File: config.mk
export PLATFORM = sky130hd
export DESIGN_NAME = fifo_wr_ctrl
export DESIGN_NICKNAME = d
export VERILOG_FILES = /design/src/rtl/fifo_wr_ctrl.sv
export SDC_FILE = /design/constraint.sdc
export NUM_CORES = 1
export LEC_CHECK = 0
export BUFFER_PORTS_ARGS = -buffer_cell sky130_fd_sc_hd__buf_2
export CELL_PAD_IN_SITES_DETAIL_PLACEMENT = 1
export CELL_PAD_IN_SITES_GLOBAL_PLACEMENT = 2
export CORE_MARGIN = 1
export CORE_UTILIZATION = 25
export CTS_CLUSTER_SIZE = 12
export DETAILED_ROUTE_END_ITERATION = 10
export GPL_TIMING_DRIVEN = 0
export PLACE_DENSITY = 0.67
export SLEW_MARGIN = 20
export SYNTH_ARGS = -nofsm -noshare
export SYNTH_HDL_FRONTEND = slang
export SYNTH_SLANG_ARGS = --single-unit
File: constraint.sdc
create_clock -name clk -period 2.26 [get_ports clk]
set_input_delay 0.678 -clock clk [delete_from_list [all_inputs] [get_ports clk]]
set_output_delay 0.678 -clock clk [all_outputs]
set_load 0.03 [all_outputs]
File: src/rtl/fifo_wr_ctrl.sv
// Write-domain pointer/flag controller for the asynchronous FIFO.
// Optional almost-full output is enabled by defining FIFO_ALMOST_FULL_EN.
module fifo_wr_ctrl #(
    parameter int ADDR_WIDTH = 4,
    parameter int AF_MARGIN  = 2
) (
    input  logic                  clk,
    input  logic                  rst,
    input  logic                  wr_en,
    input  logic [ADDR_WIDTH:0]   rptr_gray_sync,
    output logic [ADDR_WIDTH-1:0] wr_addr,
    output logic                  mem_we,
    output logic [ADDR_WIDTH:0]   wptr_gray,
    output logic                  full,
    output logic                  overflow
`ifdef FIFO_ALMOST_FULL_EN
    ,
    output logic                  almost_full
`endif
);

    localparam int AW = ADDR_WIDTH;

    // Handshake: wr_en is the producer's valid, ~full is ready; a write
    // transfers on a posedge where both are high (and rst is low). A request
    // while full is dropped and latches overflow.
    logic            accept;
    logic [AW:0]     wbin;
    logic [AW:0]     wbin_next;
    logic [AW:0]     gray_next;
    logic [AW:0]     rptr_full_match;

    // rst gates the write so the RAM is never written on a reset edge.
    assign accept    = wr_en & ~full & ~rst;
    assign mem_we    = accept;
    assign wbin_next = wbin + {{AW{1'b0}}, accept};
    assign gray_next = wbin_next ^ (wbin_next >> 1);
    assign wr_addr   = wbin[AW-1:0];

    // Full when the write pointer is one lap ahead: top two Gray bits inverted.
    assign rptr_full_match = {~rptr_gray_sync[AW:AW-1], rptr_gray_sync[AW-2:0]};

    always_ff @(posedge clk) begin
        if (rst) begin
            wbin      <= '0;
            wptr_gray <= '0;
            full      <= 1'b0;
            overflow  <= 1'b0;
        end else begin
            wbin      <= wbin_next;
            wptr_gray <= gray_next;
            full      <= (gray_next == rptr_full_match);
            if (wr_en && full)
                overflow <= 1'b1;
        end
    end

`ifdef FIFO_ALMOST_FULL_EN
    logic [AW:0] rbin;
    logic [AW:0] level_next;

    always_comb begin
        rbin[AW] = rptr_gray_sync[AW];
        for (int i = AW - 1; i >= 0; i--)
            rbin[i] = rbin[i+1] ^ rptr_gray_sync[i];
    end

    assign level_next = wbin_next - rbin;

    // Full implies level_next == depth, so almost_full covers full by construction.
    always_ff @(posedge clk) begin
        if (rst)
            almost_full <= 1'b0;
        else
            almost_full <= (level_next >= (AW+1)'((1 << AW) - AF_MARGIN));
    end
`endif

endmodule

==> results.sh <==
export IMPL_cts_buffers=3
export IMPL_drtPass1Iterations=3
export IMPL_dieArea_mm2=0.002446
export IMPL_placed_cells=101
export IMPL_status="complete, no violations"
export IMPL_antennaDiodeCount=0
export IMPL_via_count=464
export IMPL_syn_instance_count=55
export IMPL_crit_fanout=10
export IMPL_routabilityCongestion=0.6737
export IMPL_cts_buffer_depth=2
export IMPL_worstSetupEndpointType="flop"
export IMPL_htreeDepth=1
export IMPL_yosysUniqueCellTypes=18
export IMPL_syn_area_um2=563.0
export IMPL_drc=0
export IMPL_start_util=0.2757
export IMPL_clk_latency_ns=0.27
export IMPL_slew_limit_headroom=0.8036
export IMPL_grt_busiest_layer="met2"
export IMPL_clock_sinks=11
export IMPL_antenna_left=0
export IMPL_power_leakage_nw=0.3675
export IMPL_fp_dieH_um=49.46
export IMPL_hold_buffers=0
export IMPL_final_cell_area_um2=798.3
export IMPL_drv_slew=0
export IMPL_design_core_area_mm2=0.002042
export IMPL_clock_skew_ns=0.001016
export IMPL_grt_pass1_vias=440
export IMPL_rows=16
export IMPL_first_iter_violations=2
export IMPL_met2_usage=0.1484
export IMPL_antenna_found_initial=0
export IMPL_portBuffers=19
export IMPL_grt_pass1_wl_mm=1.780
export IMPL_overflow=0
export IMPL_placed_area_um2=739.5
export IMPL_viasPerCell=4.296
export IMPL_hold_violations=0
export IMPL_ys_warnings_count=0
export IMPL_critPathArrivalTime_ns=2.39
export IMPL_num_io_pins=20
export IMPL_syn_nets=65
export IMPL_dp_hpwl_um=852.7
export IMPL_instances_no_fill=108
export IMPL_cts_tree="yes"
export IMPL_finalCriticalPeriod_ns=2.187
export IMPL_start_kind="input pin"
export IMPL_met3_usage=0.03086
export IMPL_die_w_um=49.46
export IMPL_synth_top_cell_area_share=0.3911
export IMPL_powerDensity_mw_per_mm2=529.6
export IMPL_path_clk_slew_ns=0.08
export IMPL_synth_area_top_cells="dfxtp_1, xor3_1, xnor2_1, xor2_1, nor2b_1"
export IMPL_nets=92
export IMPL_syn_mean_instance_area_um2=10.24
export IMPL_worst_pin_slew_ns=0.2925
export IMPL_required_ns=2.47
export IMPL_wirelength_mm=1.095
export IMPL_fin_crit_sh=0.9675
export IMPL_syn2layout_area_growth_pct=41.78
export IMPL_grtUsageTotal=0.1002
export IMPL_wl_per_cell_um=10.14
export IMPL_use_met1=0.1220
export IMPL_setup_viol=0
export IMPL_synth_seq_cells=11
export IMPL_fillers=243
export IMPL_final_util=0.3909
export IMPL_root_buffer="clkbuf_4"
export IMPL_grt_max_degree=11
export IMPL_hp_class="flop to flop"
export IMPL_maxCapViolations=0
export IMPL_yosys_area_top_type="dfxtp_1"
export IMPL_ys_seq_area_frac=0.3911
export IMPL_drive_gt1_frac=0.3951
export IMPL_vdd_drop_max_mv=0.1880
export IMPL_max_freq_mhz=457.3
export IMPL_crit_type="input pin to flop"
[registers in the layout, summed over array words and instances (netlist names)]
| register | flops |
|---|---|
| full | 1 |
| overflow | 1 |
| wbin | 4 |
| wptr_gray | 5 |
[cell usage after synthesis, drive strengths merged]
master and number:
a21boi 1, a21oi 4, nand4 1, nand2 1, nor3b 1, xnor2 5, or2 1, ha 2
xnor3 1, nand3 4, xor3 2, nor2 7, xor2 5, a21o 2, clkbuf 2, nor2b 5
dfxtp 11
[through the flow]
stage            TNS, ns  hold WS [ns]  worst slack, ns  power, mW
2_1_floorplan    -0.2853        0.6200          -0.2432     0.2643
3_3_place_gp     -0.3163        0.4493          -0.2879     0.2840
3_5_place_dp     -0.3342        0.4583          -0.2879     0.2842
4_1_cts                0        0.4772          0.04311     0.4266
5_1_grt        -0.008896        0.4990        -0.008896     0.4458
6_report               0        0.4696          0.07340     0.4228
[metal layers]
layer  up-vias  part of all wire
met5         -                 0
met4         0             0.010
met3         2             0.065
met2        13              0.43
met1       212              0.49
li1        237                 -
[layout by cell type, fill, tap and decap left out, types with 2 or more instances in the layout]
cell type and count:
nor2_1 7, xor3_1 2, xnor2_1 5, a21oi_2 2, clkbuf_1 2, a21o_1 2, dfxtp_1 11, nand3_1 4
nor2b_1 5, buf_4 3, a21oi_1 2, clkbuf_4 3, buf_2 19, ha_4 2, xor2_1 5
[critical path: stages]
cell	delay, ns
buf_2	0.12
clkbuf_16	0.16
nor3b_4	0.22
ha_4	0.19
ha_4	0.16
xnor3_2	0.44
xor2_1	0.14
nand4_1	0.14
a21oi_2	0.13
[what timing repair did]
action | in CTS | in global routing
setup endpoints to repair | 1 | 1
cloned | 0 | 0
gates resized for setup | 1 | 0
setup buffers | 0 | 3
pin swaps | 1 | 4
[report_power, final]
part	total, mW	switching (mW)	internal [mW]
Clock	0.140	0.0715	0.0683
Combinational	0.0797	0.0370	0.0427
Sequential	0.203	0.00374	0.200
Total	0.423	0.112	0.311
[cell type report]
class,instances,area [µm²],share of cell area
plain buffers,2,28.78,0.03605
clock buffers,4,26.28,0.03292
multi-input cells,42,371.6,0.4655
flip-flops and latches,11,220.2,0.2759
well taps,27,33.78,0.04232
repair buffers,22,117.6,0.1473
[cells by family (layout without fill, tap and decap cells)]
kind of cell             Yosys count  count (layout)  synth area share
adder cells (fa/ha/maj)            2               2           0.04444
AND/OR/NAND/NOR                   20              20            0.1800
flip-flops                        11              11            0.3911
AO/OA/AOI/OAI                      7               7           0.08889
XOR/XNOR                          13              13            0.2822
buffers and inverters              2              28           0.01334
[final timing paths]
check / slack (ns) / end / cells past startpoint / startpoint
min: 0.47 / overflow$_SDFFE_PP0P_ / 2 / overflow$_SDFFE_PP0P_
max reg2reg: 0.40 / full$_SDFF_PP0_ / 7 / full$_SDFF_PP0_
max: 0.07 / full$_SDFF_PP0_ / 9 / rst
min reg2reg: 0.47 / overflow$_SDFFE_PP0P_ / 2 / overflow$_SDFFE_PP0P_
Power figures use the tool's default switching activity.
